--- config.mk ---
export PLATFORM = sky130hd
export DESIGN_NAME = fp_multiplier_iter_flat
export DESIGN_NICKNAME = d
export VERILOG_FILES = /design/src/rtl/fp_multiplier_iter_if.sv /design/src/rtl/fp_multiplier_iter.sv /design/src/flat_wrapper.sv
export SDC_FILE = /design/constraint.sdc
export NUM_CORES = 1
export LEC_CHECK = 0
export BUFFER_PORTS_ARGS = -buffer_cell sky130_fd_sc_hd__buf_2
export CAP_MARGIN = 20
export CELL_PAD_IN_SITES_DETAIL_PLACEMENT = 0
export CELL_PAD_IN_SITES_GLOBAL_PLACEMENT = 2
export CORE_MARGIN = 1.5
export CORE_UTILIZATION = 37
export DETAILED_ROUTE_END_ITERATION = 10
export PLACE_DENSITY_LB_ADDON = 0.1
export SYNTH_ARGS = -nofsm -noshare
export SYNTH_HDL_FRONTEND = slang
export SYNTH_SLANG_ARGS = --single-unit
--- constraint.sdc ---
create_clock -name clk_in -period 7.5 [get_ports clk_in]
set_input_delay 1.5 -clock clk_in [delete_from_list [all_inputs] [get_ports clk_in]]
set_output_delay 1.5 -clock clk_in [all_outputs]
set_load 0.03 [all_outputs]
--- src/rtl/fp_multiplier_iter_if.sv ---
// Operand/result handshake bundle for the iterative floating-point multiplier.
// Carries operands a_in/b_in with valid_in/ready_out, and the product fpm_out
// with valid_out/ready_in plus the overflow/underflow/invalid result flags.
// The slave modport is the multiplier side; the master modport is the producer/consumer side.
interface fp_multiplier_iter_if #(
    parameter int EXP_WIDTH      = 8,
    parameter int MANTISSA_WIDTH = 23
);
    localparam int W = EXP_WIDTH + MANTISSA_WIDTH + 1;

    logic [W-1:0] a_in;
    logic [W-1:0] b_in;
    logic         valid_in;
    logic         ready_out;
    logic [W-1:0] fpm_out;
    logic         valid_out;
    logic         ready_in;
    logic         overflow_out;
    logic         underflow_out;
    logic         invalid_out;

    modport slave (
        input  a_in, b_in, valid_in, ready_in,
        output ready_out, fpm_out, valid_out, overflow_out, underflow_out, invalid_out
    );

    modport master (
        output a_in, b_in, valid_in, ready_in,
        input  ready_out, fpm_out, valid_out, overflow_out, underflow_out, invalid_out
    );
endinterface

--- src/rtl/fp_multiplier_iter.sv ---
// Iterative floating-point multiplier: shift-add significand product, round-to-nearest-even, no denormals.
// Latency: specials reach DONE on the accepting edge; normals take M+1 MULT cycles plus NORM and ROUND.
// Backpressure: one operation in flight; ready_out only in IDLE; DONE holds the result until ready_in.
// Ports: clk_in/rst_in (async active-high) plain; operands, result, flags and handshakes via bus (slave).
module fp_multiplier_iter #(
    parameter int EXP_WIDTH      = 8,
    parameter int MANTISSA_WIDTH = 23
) (
    input  logic                  clk_in,
    input  logic                  rst_in,
    fp_multiplier_iter_if.slave   bus
);
    localparam int M  = MANTISSA_WIDTH;
    localparam int E  = EXP_WIDTH;
    localparam int W  = E + M + 1;
    localparam int PW = 2 * M + 2;          // full significand product width
    localparam int XW = E + 2;              // signed working exponent width
    localparam int CW = $clog2(M + 1);      // multiplier bit counter width

    localparam logic [E-1:0]           EXP_ONES = {E{1'b1}};
    localparam logic [XW-1:0]          BIAS_X   = XW'((2 ** (E - 1)) - 1);
    localparam logic signed [XW-1:0]   ONE_X    = 1;
    localparam logic signed [XW-1:0]   EXP_MAX  = {2'b00, EXP_ONES};
    localparam logic [CW-1:0]          CNT_LAST = CW'(M);
    localparam logic [W-1:0]           QNAN     = {1'b0, EXP_ONES, 1'b1, {(M-1){1'b0}}};

    typedef enum logic [2:0] {
        IDLE,
        MULT,
        NORM,
        ROUND,
        DONE
    } state_t;

    state_t state, state_nxt;

    // Operand field decode, only meaningful in the accepting cycle.
    logic          a_sign, b_sign;
    logic [E-1:0]  a_exp, b_exp;
    logic [M-1:0]  a_frac, b_frac;
    logic          a_zero, b_zero, a_inf, b_inf, a_nan, b_nan;
    logic          is_special, is_invalid, is_inf;
    logic [W-1:0]  special_res;
    logic [XW-1:0] exp_calc;
    logic          accept;

    assign a_sign = bus.a_in[W-1];
    assign b_sign = bus.b_in[W-1];
    assign a_exp  = bus.a_in[W-2:M];
    assign b_exp  = bus.b_in[W-2:M];
    assign a_frac = bus.a_in[M-1:0];
    assign b_frac = bus.b_in[M-1:0];

    // Zero exponent flushes any fraction to zero.
    assign a_zero = (a_exp == '0);
    assign b_zero = (b_exp == '0);
    assign a_inf  = (a_exp == EXP_ONES) && (a_frac == '0);
    assign b_inf  = (b_exp == EXP_ONES) && (b_frac == '0);
    assign a_nan  = (a_exp == EXP_ONES) && (a_frac != '0);
    assign b_nan  = (b_exp == EXP_ONES) && (b_frac != '0);

    assign is_special = a_zero | b_zero | a_inf | b_inf | a_nan | b_nan;
    assign is_invalid = a_nan | b_nan | (a_inf & b_zero) | (b_inf & a_zero);
    assign is_inf     = a_inf | b_inf;

    always_comb begin
        special_res = {a_sign ^ b_sign, {(E+M){1'b0}}};
        if (is_invalid) begin
            special_res = QNAN;
        end else if (is_inf) begin
            special_res = {a_sign ^ b_sign, EXP_ONES, {M{1'b0}}};
        end
    end

    // Both exponents are at least 1 here, so the XW-bit result never wraps.
    assign exp_calc = {2'b00, a_exp} + {2'b00, b_exp} - BIAS_X;
    assign accept   = (state == IDLE) && bus.valid_in;

    // Datapath registers.
    logic                  sign_r;
    logic signed [XW-1:0]  exp_r;
    logic [PW-1:0]         mcand_sh;
    logic [M:0]            mplier;
    logic [PW-1:0]         prod;
    logic [CW-1:0]         cnt;
    logic [M-1:0]          mant_r;
    logic                  guard_r;
    logic                  sticky_r;
    logic [W-1:0]          fpm_r;
    logic                  ovf_r, unf_r, inv_r;

    // Rounding and final range check, consumed on the ROUND edge.
    logic                  round_up;
    logic [M:0]            mant_sum;
    logic signed [XW-1:0]  exp_fin;
    logic [W-1:0]          round_res;
    logic                  round_ovf, round_unf;

    always_comb begin
        round_up  = guard_r & (sticky_r | mant_r[0]);
        mant_sum  = {1'b0, mant_r} + {{M{1'b0}}, round_up};
        // A carry out leaves mant_sum[M-1:0] all zero, i.e. exactly 1.0.
        exp_fin   = mant_sum[M] ? (exp_r + ONE_X) : exp_r;
        round_ovf = 1'b0;
        round_unf = 1'b0;
        round_res = {sign_r, exp_fin[E-1:0], mant_sum[M-1:0]};
        if (exp_fin >= EXP_MAX) begin
            round_ovf = 1'b1;
            round_res = {sign_r, EXP_ONES, {M{1'b0}}};
        end else if (exp_fin <= 0) begin
            round_unf = 1'b1;
            round_res = {sign_r, {(E+M){1'b0}}};
        end
    end

    always_ff @(posedge clk_in or posedge rst_in) begin
        if (rst_in) begin
            state <= IDLE;
        end else begin
            state <= state_nxt;
        end
    end

    always_comb begin
        state_nxt = state;
        case (state)
            IDLE: begin
                if (bus.valid_in) begin
                    state_nxt = is_special ? DONE : MULT;
                end
            end
            MULT: begin
                if (cnt == CNT_LAST) begin
                    state_nxt = NORM;
                end
            end
            NORM:  state_nxt = ROUND;
            ROUND: state_nxt = DONE;
            DONE: begin
                if (bus.ready_in) begin
                    state_nxt = IDLE;
                end
            end
            default: state_nxt = IDLE;
        endcase
    end

    always_ff @(posedge clk_in or posedge rst_in) begin
        if (rst_in) begin
            sign_r   <= 1'b0;
            exp_r    <= '0;
            mcand_sh <= '0;
            mplier   <= '0;
            prod     <= '0;
            cnt      <= '0;
            mant_r   <= '0;
            guard_r  <= 1'b0;
            sticky_r <= 1'b0;
            fpm_r    <= '0;
            ovf_r    <= 1'b0;
            unf_r    <= 1'b0;
            inv_r    <= 1'b0;
        end else begin
            case (state)
                IDLE: begin
                    if (accept) begin
                        sign_r   <= a_sign ^ b_sign;
                        exp_r    <= exp_calc;
                        mcand_sh <= {{(M+1){1'b0}}, 1'b1, a_frac};
                        mplier   <= {1'b1, b_frac};
                        prod     <= '0;
                        cnt      <= '0;
                        if (is_special) begin
                            fpm_r <= special_res;
                            ovf_r <= 1'b0;
                            unf_r <= 1'b0;
                            inv_r <= is_invalid;
                        end
                    end
                end
                MULT: begin
                    // One multiplier bit per cycle, LSB first, against a left-shifting multiplicand.
                    if (mplier[0]) begin
                        prod <= prod + mcand_sh;
                    end
                    mcand_sh <= mcand_sh << 1;
                    mplier   <= mplier >> 1;
                    cnt      <= cnt + 1'b1;
                end
                NORM: begin
                    // Product of two [1,2) significands lies in [1,4); MSB set means [2,4).
                    if (prod[PW-1]) begin
                        mant_r   <= prod[PW-2:M+1];
                        guard_r  <= prod[M];
                        sticky_r <= |prod[M-1:0];
                        exp_r    <= exp_r + ONE_X;
                    end else begin
                        mant_r   <= prod[PW-3:M];
                        guard_r  <= prod[M-1];
                        sticky_r <= |prod[M-2:0];
                    end
                end
                ROUND: begin
                    fpm_r <= round_res;
                    ovf_r <= round_ovf;
                    unf_r <= round_unf;
                    inv_r <= 1'b0;
                end
                default: begin
                end
            endcase
        end
    end

    assign bus.ready_out     = (state == IDLE) && !rst_in;
    assign bus.valid_out     = (state == DONE);
    assign bus.fpm_out       = fpm_r;
    assign bus.overflow_out  = ovf_r;
    assign bus.underflow_out = unf_r;
    assign bus.invalid_out   = inv_r;
endmodule

--- src/flat_wrapper.sv ---
// flat-port wrapper written by rule: the top's interface ports become plain ports
module fp_multiplier_iter_flat 
#(
    parameter int EXP_WIDTH      = 8,
    parameter int MANTISSA_WIDTH = 23
)
  (clk_in, rst_in, bus_a_in, bus_b_in, bus_valid_in, bus_ready_in, bus_ready_out, bus_fpm_out, bus_valid_out, bus_overflow_out, bus_underflow_out, bus_invalid_out);
  fp_multiplier_iter_if #(.EXP_WIDTH(EXP_WIDTH), .MANTISSA_WIDTH(MANTISSA_WIDTH)) bus_i ();
  input  logic clk_in;
  input  logic rst_in;
  input wire logic [$bits(bus_i.a_in)-1:0] bus_a_in;
  input wire logic [$bits(bus_i.b_in)-1:0] bus_b_in;
  input wire logic [$bits(bus_i.valid_in)-1:0] bus_valid_in;
  input wire logic [$bits(bus_i.ready_in)-1:0] bus_ready_in;
  output wire logic [$bits(bus_i.ready_out)-1:0] bus_ready_out;
  output wire logic [$bits(bus_i.fpm_out)-1:0] bus_fpm_out;
  output wire logic [$bits(bus_i.valid_out)-1:0] bus_valid_out;
  output wire logic [$bits(bus_i.overflow_out)-1:0] bus_overflow_out;
  output wire logic [$bits(bus_i.underflow_out)-1:0] bus_underflow_out;
  output wire logic [$bits(bus_i.invalid_out)-1:0] bus_invalid_out;
  assign bus_i.a_in = bus_a_in;
  assign bus_i.b_in = bus_b_in;
  assign bus_i.valid_in = bus_valid_in;
  assign bus_i.ready_in = bus_ready_in;
  assign bus_ready_out = bus_i.ready_out;
  assign bus_fpm_out = bus_i.fpm_out;
  assign bus_valid_out = bus_i.valid_out;
  assign bus_overflow_out = bus_i.overflow_out;
  assign bus_underflow_out = bus_i.underflow_out;
  assign bus_invalid_out = bus_i.invalid_out;
  fp_multiplier_iter #(.EXP_WIDTH(EXP_WIDTH), .MANTISSA_WIDTH(MANTISSA_WIDTH)) u_core (.clk_in(clk_in), .rst_in(rst_in), .bus(bus_i));
endmodule
Yosys cells after proc, flatten, opt, wreduce, memory -nomap -nowiden
Index checks and enable logic that the tools add are counted.
Widths: inputs -> output; s select.

storage, ports and cells
  bits in registers = 199
  input bits = 68
  output and inout bits = 37
  logic and storage cells = 113

operators by class
  $add $sub $neg = 6
  $lt $le $gt $ge = 2
  equality and inequality tests = 14
  multiplexer cells = 38
  bitwise operators = 14
  reductions and logical operators = 25

operators by type and width
  kind                   count
  $pmux 48 s2            2
  $mux 48                3
  $mux 32                3
  $mux 31                3
  $pmux 32 s2            1
  $add 48x48->48         1
  $pmux 24 s2            1
  $logic_not 23->1       2
  $reduce_bool 23->1     2
  $mux 10                3
  $add 23x1->24          1
  $mux 24                1
  $mux 23                1
  $reduce_or 23->1       1
  $reduce_or 22->1       1
  $pmux 10 s2            1
  $eq 8x8->1 const B     2
  $logic_not 8->1        2
  $pmux 3 s5             1
  $mux 3                 4
  $reduce_and 3->1       4
  $add 10x2->10 const B  1
  $ge 10x9->1 const B    1
  $le 10x1->1 const B    1
  other kinds (21)       56

Depth between registers and ports, before layout
  word-level depth = 9
  depth in mapped cells = 12
  depth with buffers taken out = 12

Worst setup path after synthesis
OpenSTA, ideal clock, no wires.

  path type = in2out
  start = input rst_in
  end = output bus_ready_out
  arrival time = 2.401 ns
  data required time = 6.000 ns
  setup slack = 3.599 ns
  stages on the path = 1
  path through = nor4_1

between the ends
  longest elaborated chain between the ends = 2

RTL lines
  element                           line                       source
  start: declaration                flat_wrapper.sv:10         input logic rst_in;
  $logic_not 1->1 (no source line)  -
  $logic_and 1x1->1                 fp_multiplier_iter.sv:215  assign bus.ready_out = (state == IDLE) && !rst_in;
  end: declaration                  flat_wrapper.sv:15         output wire logic [$bits(bus_i.ready_out)-1:0] bus_ready_out;

No other way between the ends.

Worst setup path after layout
Ends and elaborated chain as after synthesis.

==> results.sh <==
export IMPL_cts_buffers=17
export IMPL_r2r_start="u_core.exp_r[0]"
export IMPL_synth_avg_cell_area_um2=8.44
export IMPL_core_area_um2=32800
export IMPL_setup_viol_count_final=0
export IMPL_clk_path_buf_depth=2
export IMPL_status="completed"
export IMPL_track_usage=0.201
export IMPL_cp_max_fo=2
export IMPL_internal_power_mw=3.45
export IMPL_tightest_slew_ps=962
export IMPL_crit_arrival_ps=2050
export IMPL_power_frac_clock=0.149
export IMPL_finClkSkew_ps=17.2
export IMPL_reg2reg_depth=9
export IMPL_dpl_instance_area_um2=13300
export IMPL_seq_power_share=0.308
export IMPL_combPwrFrac=0.544
export IMPL_drive_above_1_share=0.131
export IMPL_insertedDiodeCount=0
export IMPL_fill_cells=3349
export IMPL_firstDrtPassIters=5
export IMPL_h_tree_depth=4
export IMPL_final_common_cell="nand2_1"
export IMPL_cts_tree="yes"
export IMPL_crit_type="primary input to output pin"
export IMPL_ys_ff_latch=199
export IMPL_yosysSeqAreaShare=0.401
export IMPL_fin_crit_sh=0.473
export IMPL_vias=10518
export IMPL_postRouteAntennaNets=0
export IMPL_drc_errors=0
export IMPL_nets=1659
export IMPL_maxCapViolCount=0
export IMPL_syn_inst=1470
export IMPL_fmax_mhz=282
export IMPL_grt_start_max_net_pins=100
export IMPL_rr_endpoint="u_core.bus.fpm_out[22]"
export IMPL_hold_violations=0
export IMPL_initial_core_util=0.378
export IMPL_clkLatencyLatePin_ps=460
export IMPL_hold_buffers=0
export IMPL_postCtsSetupBuffers=0
export IMPL_crit_start="rst_in"
export IMPL_yosys_warnings=0
export IMPL_synth_top_area_share=0.401
export IMPL_cp_start_kind="primary input"
export IMPL_fin_area_um2=13900
export IMPL_rsz0062_at_grt="false"
export IMPL_die_area_um2=34600
export IMPL_drv_slew=0
export IMPL_r2r_setup_slack_ps=3980
export IMPL_wl_per_cell_um=16.8
export IMPL_swShare=0.475
export IMPL_routed_wl_um=33400
export IMPL_whs_ps=471
export IMPL_yosys_top_cells_area="dfrtp_1, nand2_1, ha_1"
export IMPL_p_switching_mw=3.13
export IMPL_synth_area_um2=12400
export IMPL_cts_sinks=199
export IMPL_min_period_ps=3550
export IMPL_overflow=0
export IMPL_crit_required_ps=6000
export IMPL_drt_iter0_drc=586
export IMPL_endpoint="bus_ready_out"
export IMPL_grt_first_pass_wirelength_um=55100
export IMPL_grt_pass1_vias=10309
export IMPL_regArea_um2=4980
export IMPL_ctsResizeCount=0
export IMPL_end_kind="output pin"
export IMPL_multiInputGateArea_um2=7010
export IMPL_setup_tns_final_ps=0
export IMPL_final_cell_mix="nand2_1, dfrtp_1, o21ai_0, nor2_1, buf_2"
export IMPL_io_buffers=104
export IMPL_io_pins=105
export IMPL_clk_pin_slew_ps=70
export IMPL_fp_dieW_um=186
export IMPL_cts_root_buf="clkbuf_16"
export IMPL_synthesis_nets=1600
export IMPL_async_flop_share=1.00
export IMPL_power_density_nw_per_um2=473
export IMPL_dpl_hpwl_um=24400
export IMPL_slew_headroom=0.359
export IMPL_synth_distinct_cells=72
export IMPL_synth_ff_type="dfrtp_1"
export IMPL_rows=66
export IMPL_peakVddDrop_uv=186
export IMPL_globalplace_congestion=0.806
export IMPL_vias_per_cell=5.30
export IMPL_syn_to_final_growth_pct=12.1
export IMPL_synth_edf_count=0
export IMPL_antenna_found_initial=1
export IMPL_p_leak_nw=6.15
export IMPL_die_h_um=186
export IMPL_hold_class="flop to flop"
export IMPL_yosysTopAreaCell="dfrtp_1"
[cell usage after synthesis, types with 4 or more instances]
library cell	number
buf_1	5
xor2_1	39
buf_2	4
o21ai_0	118
a41oi_1	4
and3_1	16
nand4_1	19
o21bai_1	8
a21boi_0	4
nand3_1	67
ha_1	60
o22ai_1	6
a31oi_1	60
or4_1	4
nor3_1	15
o31ai_1	7
a211oi_1	4
a22o_1	4
nand2b_1	8
or2_2	4
and2_1	8
or3_1	5
nand2_1	303
nor2b_1	5
xnor2_1	48
a21o_1	24
nor4_1	21
dfrtp_1	199
a21oi_1	67
nor2_1	110
clkbuf_1	66
inv_1	31
nor3b_1	8
o21a_1	7
mux2i_1	26
o21ai_2	21
o221a_2	9
[layer usage]
| metal | wire length, um | track usage | vias up |
|---|---|---|---|
| met2 | 15400 | 0.327 | 157 |
| met4 | 396 | 0.0503 | 2 |
| met1 | 16700 | 0.281 | 4993 |
| li1 | - | - | 5337 |
| met5 | 13 | 0 | - |
| met3 | 882 | 0.0278 | 29 |
[power by group through the flow]
stage | clock network (mW) | registers (mW) | logic (mW)
floorplan | 0 | 2.03 | 2.66
global placement | 0 | 2.04 | 3.58
detailed placement | 0 | 2.05 | 3.59
CTS | 1.01 | 2.03 | 3.61
global route | 1.06 | 2.10 | 4.06
finish | 0.978 | 2.02 | 3.58
[kinds of logic (layout without fill, tap and decap cells)]
kind of cell             after synthesis  in the layout  synth area share
AND/OR/NAND/NOR                      616            616             0.228
multiplexers                          26             26            0.0210
XOR/XNOR                              87             87            0.0614
buffers and inverters                109            181            0.0352
adder cells (fa/ha/maj)               62             62            0.0638
AO/OA/AOI/OAI                        371            371             0.189
flip-flops                           199            199             0.401
[critical path, stage by stage]
cell	delay [ps]
buf_2	140
nor4_1	170
buf_2	240
[metrics by stage]
step / setup WS [ps] / utilization / std cells / total power, mW
finish: 3950 / 0.424 / 1984 / 6.58
global route: 3670 / 0.424 / 1984 / 7.22
CTS: 3940 / 0.424 / 1984 / 6.65
detailed placement: 3710 / 0.405 / 1952 / 5.64
global placement: 3740 / 0.405 / 1952 / 5.63
floorplan: 574 / - / 1470 / 4.69
[flip-flops by register name, indices dropped and copies added (netlist names)]
name,cells
u_core.bus.overflow_out,1
u_core.sticky_r,1
u_core.bus.fpm_out,32
u_core.state,3
u_core.bus.underflow_out,1
u_core.sign_r,1
u_core.mant_r,23
u_core.guard_r,1
u_core.exp_r,10
u_core.bus.invalid_out,1
u_core.prod,48
u_core.cnt,5
u_core.mcand_sh,48
u_core.mplier,24
[cell type report]
class                      count  share of cell area
clock buffer                  18              0.0309
timing repair buffer         118              0.0450
tap                          442              0.0398
inverter                      31             0.00891
clock inverter                14              0.0132
multi-input combinational   1162               0.504
sequential                   199               0.358
[how the worst min path moves through the flow]
| stage | cells after the start | to | slack [ps] | startpoint |
|---|---|---|---|---|
| after floorplan | 2 | u_core.mplier[23] | 450 | u_core.mplier[23] |
| after global placement | 2 | u_core.bus.fpm_out[19] | 460 | u_core.bus.fpm_out[19] |
| after detailed placement | 2 | u_core.bus.fpm_out[18] | 460 | u_core.bus.fpm_out[18] |
| final | 2 | u_core.bus.fpm_out[18] | 470 | u_core.bus.fpm_out[18] |
| after global routing | 2 | u_core.bus.fpm_out[19] | 500 | u_core.bus.fpm_out[19] |
| after CTS | 2 | u_core.bus.fpm_out[18] | 480 | u_core.bus.fpm_out[18] |
Power figures use the tool's default switching activity.
